**src/rtl/cv32e40x_obi_trans_tracker.sv**
```systemverilog
// OBI master-side transaction tracker: caps outstanding A-phases, returns each
// R-phase with the tag of its request, and flags spurious rvalid / unstable requests.
module cv32e40x_obi_trans_tracker #(
  parameter int MAX_OUTSTANDING = 2,
  parameter int TAG_W           = 4,
  parameter int ADDR_W          = 32
) (
  input  logic                                 clk,
  input  logic                                 rst,
  input  logic                                 up_req_i,
  input  logic [ADDR_W-1:0]                    up_addr_i,
  input  logic [TAG_W-1:0]                     up_tag_i,
  output logic                                 up_gnt_o,
  output logic                                 obi_req_o,
  output logic [ADDR_W-1:0]                    obi_addr_o,
  input  logic                                 obi_gnt_i,
  input  logic                                 obi_rvalid_i,
  output logic                                 resp_valid_o,
  output logic [TAG_W-1:0]                     resp_tag_o,
  output logic [$clog2(MAX_OUTSTANDING+1)-1:0] outstanding_o,
  output logic                                 empty_o,
  output logic                                 full_o,
  output logic [1:0]                           err_o
);

  localparam int PTR_W = (MAX_OUTSTANDING > 1) ? $clog2(MAX_OUTSTANDING) : 1;
  localparam int CNT_W = $clog2(MAX_OUTSTANDING + 1);
  localparam logic [PTR_W-1:0] LAST_PTR = PTR_W'(MAX_OUTSTANDING - 1);
  localparam logic [CNT_W-1:0] MAX_CNT  = CNT_W'(MAX_OUTSTANDING);

  logic [TAG_W-1:0]  r_tags [MAX_OUTSTANDING];
  logic [PTR_W-1:0]  r_wptr;
  logic [PTR_W-1:0]  r_rptr;
  logic [CNT_W-1:0]  r_count;
  logic              r_pend;
  logic [ADDR_W-1:0] r_addr;
  logic [1:0]        r_err;

  logic w_full;
  logic w_empty;
  logic w_push;
  logic w_pop;
  logic w_spurious;
  logic w_unstable;
  logic w_wait;

  // Explicit wrap compare so non-power-of-two depths work.
  function automatic logic [PTR_W-1:0] f_next_ptr(input logic [PTR_W-1:0] p);
    return (p == LAST_PTR) ? '0 : p + PTR_W'(1);
  endfunction

  assign w_empty    = (r_count == '0);
  assign w_full     = (r_count == MAX_CNT);
  assign obi_req_o  = up_req_i & ~w_full;
  assign obi_addr_o = up_addr_i;
  assign up_gnt_o   = obi_req_o & obi_gnt_i;
  assign w_push     = up_gnt_o;
  assign w_pop      = obi_rvalid_i & ~w_empty;
  assign w_spurious = obi_rvalid_i & w_empty;
  assign w_wait     = obi_req_o & ~obi_gnt_i;
  assign w_unstable = r_pend & (~up_req_i | (up_addr_i != r_addr));

  assign resp_valid_o  = w_pop;
  assign resp_tag_o    = r_tags[r_rptr];
  assign outstanding_o = r_count;
  assign empty_o       = w_empty;
  assign full_o        = w_full;
  assign err_o         = r_err;

  // Tag storage is deliberately left unreset; only pointers/count define validity.
  always_ff @(posedge clk) begin
    if (w_push) begin
      r_tags[r_wptr] <= up_tag_i;
    end
  end

  always_ff @(posedge clk) begin
    if (rst) begin
      r_wptr  <= '0;
      r_rptr  <= '0;
      r_count <= '0;
      r_pend  <= 1'b0;
      r_addr  <= '0;
      r_err   <= 2'b00;
    end else begin
      if (w_push) begin
        r_wptr <= f_next_ptr(r_wptr);
      end
      if (w_pop) begin
        r_rptr <= f_next_ptr(r_rptr);
      end
      if (w_push && !w_pop) begin
        r_count <= r_count + CNT_W'(1);
      end else if (w_pop && !w_push) begin
        r_count <= r_count - CNT_W'(1);
      end
      r_pend <= w_wait;
      if (w_wait) begin
        r_addr <= up_addr_i;
      end
      r_err <= r_err | {w_unstable, w_spurious};
    end
  end

endmodule

```
**config.mk**
```make
export PLATFORM = sky130hd
export DESIGN_NAME = cv32e40x_obi_trans_tracker
export DESIGN_NICKNAME = d
export VERILOG_FILES = /design/src/rtl/cv32e40x_obi_trans_tracker.sv
export SDC_FILE = /design/constraint.sdc
export NUM_CORES = 1
export LEC_CHECK = 0
export CAP_MARGIN = 15
export CELL_PAD_IN_SITES_DETAIL_PLACEMENT = 0
export CELL_PAD_IN_SITES_GLOBAL_PLACEMENT = 2
export CORE_AREA = 2 2 135 71
export DETAILED_ROUTE_END_ITERATION = 10
export DIE_AREA = 0 0 137 73
export PLACE_DENSITY_LB_ADDON = 0.1
export SKIP_CTS_REPAIR_TIMING = 1
export SLEW_MARGIN = 10
export SYNTH_ARGS = -nofsm -noshare
export SYNTH_HDL_FRONTEND = slang
export SYNTH_SLANG_ARGS = --single-unit
```
**constraint.sdc**
```tcl
create_clock -name clk -period 4.29 [get_ports clk]
set_clock_uncertainty 0.1 [all_clocks]
set_input_delay 0.858 -clock clk [delete_from_list [all_inputs] [get_ports clk]]
set_output_delay 0.858 -clock clk [all_outputs]
set_load 0.02 [all_outputs]
```
==> run_results.csv, run 1 <==
group,metric,value,unit
yosys,syn-instance-count,263,
global_route,grt_max_degree,41,
route,drc_errors,0,
floorplan,core,9009,um^2
sta,slew_violations,0,
critical_path,crit_type,"primary input to primary output",
job,drv_cap,0,
yosys,yosysWarningCount,0,
yosys,syn_area_per_cell,8.830,um^2
yosys,synth_edf_count,8,
status,status,"finished, final reports clean",
pwr,peakVddDrop,153.1,uV
final_layout,final_net_count,356,
clock_tree,clockBufferDepth,2,
global_route,overflow,0,
route,wl,5.500,mm
sta,maxSlewHeadroom,62.26,%
sta,fin_crit_sh,76.56,%
route,wl_met1,2.877,mm
pwr,total_leakage_power,1.191,nW
critical_path,r2r_start,"outstanding_o[1]$_SDFFE_PP0P_",
pwr,power.density,434.4,nW/um^2
placement,gp_congestion,0.6352,
clock_tree,cts-root-buf,"clkbuf_16",
floorplan,die_w,137,um
yosys,async_flop_share,0,%
route,firstDrtPassIters,4,
sta,fin_crit,3284,ps
final_layout,mostFrequentLayoutCell,"clkdlybuf4s50_1",
yosys,synth_area,2322,um^2
placement,dp_hpwl,3.847,mm
placement,place_area,3030,um^2
hold_path,hold_end,"r_addr[5]$_SDFFE_PP0P_",
clock_tree,clk_pin_slew_worst_paths,60,ps
critical_path,required,3330,ps
sta,hold_viol,0,
final_layout,final_cell_mix,"clkdlybuf4s50_1 (85), nand2_1 (65), dfxtp_1 (40), a21oi_1 (34), xor2_1 (27)",
yosys,syn_nets,305,
critical_path,cpMaxStageDelayCell,"clkdlybuf4s50_1",
route,highest_layer,"met4",
yosys,synth_ff_type,"dfxtp_1",
final_layout,antennaDiodeCount,0,
yosys,ys_ff_latch,48,
hold_path,whs_path_depth,2,
final_layout,drive_gt1_share,5.079,%
route,dr_wl_met3,292,um
clock_tree,cts_buffers,5,
floorplan,die_area,10000,um^2
route,routedWlPerCell,12.61,um
global_route,grt_pass1_vias,1653,
critical_path,critPathMaxFanout,5,
yosys,yosysSeqAreaShare,44.83,%
route,via_per_inst,4.067,
clock_tree,clk_latency,290,ps
global_route,grtUsageTotal,11.67,%
sta,setup_tns,0,ps
clock_tree,tritoncts,"yes",
final_layout,area_delta_synth_final,36.48,%
placement,io_buffers,85,
critical_path,cpMostUsedCell,"clkdlybuf4s50_1",
hold_path,hold_path.class,"flip-flop to flip-flop",
route,wl_met2,2.253,mm
final_layout,design_area,3169,um^2
floorplan,die_y,73,um
floorplan,initial_utilization,25.78,%
clock_tree,cts.sinks,48,
critical_path,cp_data_arrival_time,2330,ps
route,ant_nets,0,
critical_path,path_cells,"clkdlybuf4s50_1 -> nor2b_4 -> nand2_1 -> inv_1 -> clkdlybuf4s50_1",
global_route,grt_pass1_wl,8.556,mm
route,drtIter0Drc,65,
sta,tightestPinTransition,561.0,ps
sta,rsz0062_at_grt,"false",
critical_path,reg2reg_depth,7,
critical_path,critPathCaptureType,"primary output",
floorplan,rows,25,
floorplan,ios,86,
clock_tree,h-tree-depth,2,
route,vias,1773,
critical_path,startpoint_type,"primary input",
critical_path,r2r_end,"outstanding_o[1]$_SDFFE_PP0P_",
critical_path,r2r_slack,2400,ps
hold_path,hp-start,"r_addr[5]$_SDFFE_PP0P_",
yosys,synth_cell_types,26,
critical_path,slowest_delay,610,ps
global_route,antenna_found_initial,0,
sta,max_freq,304.5,MHz
sta,setup_viol,0,
## synthesized netlist by cell type, types with 2 or more instances
master	instances	area, um^2
a21oi_1	34	170.2
buf_2	4	20.02
buf_4	33	247.7
buf_6	3	33.78
clkbuf_1	4	15.01
dfxtp_1	40	800.8
edfxtp_1	8	240.2
inv_1	2	7.510
mux2_2	4	45.04
nand2_1	65	244.0
nand4_1	3	18.77
nor2_1	9	33.78
nor4_1	6	37.54
o21ai_0	2	10.01
xnor2_1	9	78.83
xor2_1	27	236.5
## worst max-delay path, delay by kind of cell
kind                   cells  cell delay (ps)
buffers and inverters      3             1190
AND/OR/NAND/NOR            2              280
## sequential cells by signal, indices dropped and copies added (netlist names), named ones only
register,count
err_o,2
outstanding_o,2
r_tags,8
r_addr,32
r_rptr,1
r_wptr,1
r_pend,1
## logic make-up (layout without fill, tap and decap cells)
family	count (synthesis)	in the layout	share of synthesized area, %
AND/OR/NAND/NOR	91	91	17.08
flip-flops	48	48	44.83
buffers and inverters	46	98	13.95
AO/OA/AOI/OAI	37	37	8.082
XOR/XNOR	36	36	13.58
multiplexers	4	4	1.940
adder cells (fa/ha/maj)	1	1	0.5387
## worst max path at each step
stage                     slack (ps)        to  startpoint  cells past startpoint
after CTS                        990  up_gnt_o    up_req_i                      5
final                           1010  up_gnt_o    up_req_i                      5
after floorplan                 1960  up_gnt_o    up_req_i                      3
after global routing             900  up_gnt_o    up_req_i                      5
after detailed placement         990  up_gnt_o    up_req_i                      5
after global placement          1020  up_gnt_o    up_req_i                      5
## area by class of cell
type                    instances  area (um^2)
multi-input cells             169        957.2
flip-flops and latches         48         1041
repair buffers                 88        873.3
well taps                     121        151.4
inverters                       2        7.507
clock buffers                   5        125.1
fillers                       905         5839
clock inverters                 3        13.76
## per-stage QoR
step	utilization, %	hold WS (ps)	setup slack [ps]	total power [mW]	instances
CTS	35.18	368.4	985.3	1.404	436
floorplan	-	348.1	1962	0.8362	263
global placement	33.64	353.1	1020	1.018	428
finish	35.18	365.5	1006	1.377	436
detailed placement	33.64	359.3	986.5	1.016	428
global route	35.18	382.2	899.1	1.471	436
## layer usage
| layer | up-vias | track usage (%) |
|---|---|---|
| li1 | 930 | - |
| met1 | 787 | 16.53 |
| met2 | 48 | 16.53 |
| met3 | 8 | 3.750 |
| met4 | 0 | 4.124 |
| met5 | - | 0 |
## power by group
part	internal [mW]	switching, mW
combinational	0.213	0.228
clock	0.212	0.166
sequential	0.514	0.0441
total	0.939	0.438
No activity file was read; power rests on OpenSTA's default activity.
==> inputs of run 2 (changes only) <==
--- a/config.mk
+++ b/config.mk
@@ -8,9 +8,9 @@
 export CAP_MARGIN = 15
 export CELL_PAD_IN_SITES_DETAIL_PLACEMENT = 0
 export CELL_PAD_IN_SITES_GLOBAL_PLACEMENT = 2
-export CORE_AREA = 2 2 135 71
+export CORE_AREA = 2 2 146 77
 export DETAILED_ROUTE_END_ITERATION = 10
-export DIE_AREA = 0 0 137 73
+export DIE_AREA = 0 0 148 79
 export PLACE_DENSITY_LB_ADDON = 0.1
 export SKIP_CTS_REPAIR_TIMING = 1
 export SLEW_MARGIN = 10
==> constraint.sdc (replaced) <==
create_clock -name clk -period 3 [get_ports clk]
set_clock_uncertainty 0.1 [all_clocks]
set_input_delay 0.6 -clock clk [delete_from_list [all_inputs] [get_ports clk]]
set_output_delay 0.6 -clock clk [all_outputs]
set_load 0.02 [all_outputs]
==> run_results.csv, run 2 (synthesized netlist as in run 1, its figures left out) <==
group,metric,value,unit
pwr,total_leakage_power,1.200,nW
sta,holdWs,364.6,ps
route,ant_nets,0,
critical_path,critPathCaptureType,"primary output",
floorplan,rows,27,
critical_path,slowest_delay,600,ps
job,drv_cap,0,
placement,io_buffers,85,
clock_tree,clk_pin_slew_worst_paths,60,ps
hold_path,hold_end,"r_addr[19]$_SDFFE_PP0P_",
sta,fin_crit_sh,93.91,%
critical_path,critPathMaxFanout,5,
clock_tree,clk_latency,280,ps
hold_path,whs_path_depth,2,
global_route,overflow,0,
critical_path,path_cells,"clkdlybuf4s50_1 -> nor2b_4 -> nand2_1 -> inv_1 -> clkdlybuf4s50_1",
sta,fin_crit,2817,ps
global_route,grt_max_degree,41,
final_layout,final_cell_mix,"clkdlybuf4s50_1 (84), nand2_1 (65), dfxtp_1 (40), a21oi_1 (34), xor2_1 (27)",
route,vias,1778,
critical_path,critPathBufInv,3,
global_route,antenna_found_initial,0,
sta,slew_violations,0,
critical_path,required,2300,ps
final_layout,final_net_count,356,
placement,dp_hpwl,4.152,mm
critical_path,r2r_slack,860,ps
pwr,power.density,643.4,nW/um^2
sta,tightestPinTransition,858.9,ps
final_layout,mostFrequentLayoutCell,"clkdlybuf4s50_1",
critical_path,reg2reg_depth,6,
status,status,"finished, final reports clean",
hold_path,hp-start,"r_addr[19]$_SDFFE_PP0P_",
final_layout,largest_reg_flops,32,
critical_path,path_delay_family,"buffers and inverters",
final_layout,top_register,"r_addr",
critical_path,r2r_end,"err_o[1]$_SDFF_PP0_",
global_route,grtUsageTotal,10.53,%
floorplan,die_area,11690,um^2
critical_path,r2r_start,"r_addr[30]$_SDFFE_PP0P_",
floorplan,core,10540,um^2
sta,hold_viol,0,
clock_tree,tritoncts,"yes",
clock_tree,cts_buffers,5,
sta,setup_viol,0,
final_layout,antennaDiodeCount,0,
pwr,peakVddDrop,220.2,uV
route,firstDrtPassIters,4,
critical_path,cp_data_arrival_time,2120,ps
route,drc_errors,0,
final_layout,drive_gt1_share,5.079,%
floorplan,initial_utilization,22.03,%
global_route,grt_pass1_wl,9.321,mm
clock_tree,clockBufferDepth,2,
sta,rsz0062_at_grt,"false",
floorplan,die_w,148,um
hold_path,hold_path.class,"flip-flop to flip-flop",
clock_tree,cts.sinks,48,
route,routedWlPerCell,13.02,um
sta,maxSlewHeadroom,42.74,%
placement,gp_congestion,0.6744,
sta,setup_tns,0,ps
final_layout,n_fill_cell,1113,
route,via_per_inst,3.865,
final_layout,utilization,30.53,%
critical_path,cpMaxStageDelayCell,"clkdlybuf4s50_1",
final_layout,reg_top3,"r_addr (32), r_tags (8)",
floorplan,die_y,79,um
route,drtIter0Drc,31,
clock_tree,cts-root-buf,"clkbuf_16",
sta,max_freq,354.9,MHz
global_route,grt_pass1_vias,1732,
floorplan,ios,86,
route,wl,5.991,mm
critical_path,startpoint_type,"primary input",
final_layout,area_delta_synth_final,38.58,%
critical_path,cpMostUsedCell,"clkdlybuf4s50_1",
clock_tree,h-tree-depth,2,
critical_path,crit_type,"primary input to primary output",
run 2: cell types whose count changed in the layout (fill, tap and decap cells not counted), sizes merged:
cell | before | now
clkinv | 3 | 2
buf | 3 | 4
clkdlybuf4s50 | 85 | 84
bufinv | 0 | 1
run 2: worst min-delay path: cells and delay by family, from the launching register on:
kind,cells,cell delay (ps)
flip-flops,1,310
AND/OR/NAND/NOR,1,50
AO/OA/AOI/OAI,1,50
run 2: final cells by class:
type | instances | area [um^2] | area share (%)
Clock buffer | 5 | 125.1 | 3.888
Clock inverter | 3 | 37.54 | 1.166
Inverter | 2 | 7.507 | 0.2333
Multi-Input combinational cell | 169 | 957.2 | 29.74
Sequential cell | 48 | 1041 | 32.35
Tap cell | 145 | 181.4 | 5.638
Timing Repair Buffer | 88 | 868.3 | 26.98
run 2: where the power goes:
| part | switching, mW | internal [mW] | leakage (nW) |
|---|---|---|---|
| Combinational | 0.339 | 0.305 | 0.720 |
| Sequential | 0.0605 | 0.734 | 0.401 |
| Clock | 0.244 | 0.388 | 0.0789 |
| Total | 0.644 | 1.43 | 1.20 |
run 2: routing by layer:
layer,up-vias,track usage [%],wire (um)
met5,-,0,0
met4,0,2.571,45
met3,5,3.621,325
met2,45,14.44,2330
met1,795,15.53,3289
li1,933,-,-
run 2: worst max path at each step:
stage / startpoint / to / cells past startpoint
floorplan: outstanding_o[1]$_SDFFE_PP0P_ / outstanding_o[1]$_SDFFE_PP0P_ / 7
global placement: up_addr_i[23] / err_o[1]$_SDFF_PP0_ / 7
detailed placement: up_addr_i[30] / err_o[1]$_SDFF_PP0_ / 7
CTS: up_req_i / up_gnt_o / 5
global route: up_req_i / up_gnt_o / 5
finish: up_req_i / up_gnt_o / 5
run 2: stage by stage:
stage / area, um^2 / instances / total power [mW] / setup slack, ps
6_report: 3218 / 460 / 2.071 / 182.7
2_1_floorplan: 2322 / 263 / 1.196 / 815.8
4_1_cts: 3218 / 460 / 2.110 / 171.6
5_1_grt: 3218 / 460 / 2.200 / 110.6
3_5_place_dp: 3055 / 452 / 1.463 / 51.13
3_3_place_gp: 3055 / 452 / 1.469 / 47.41
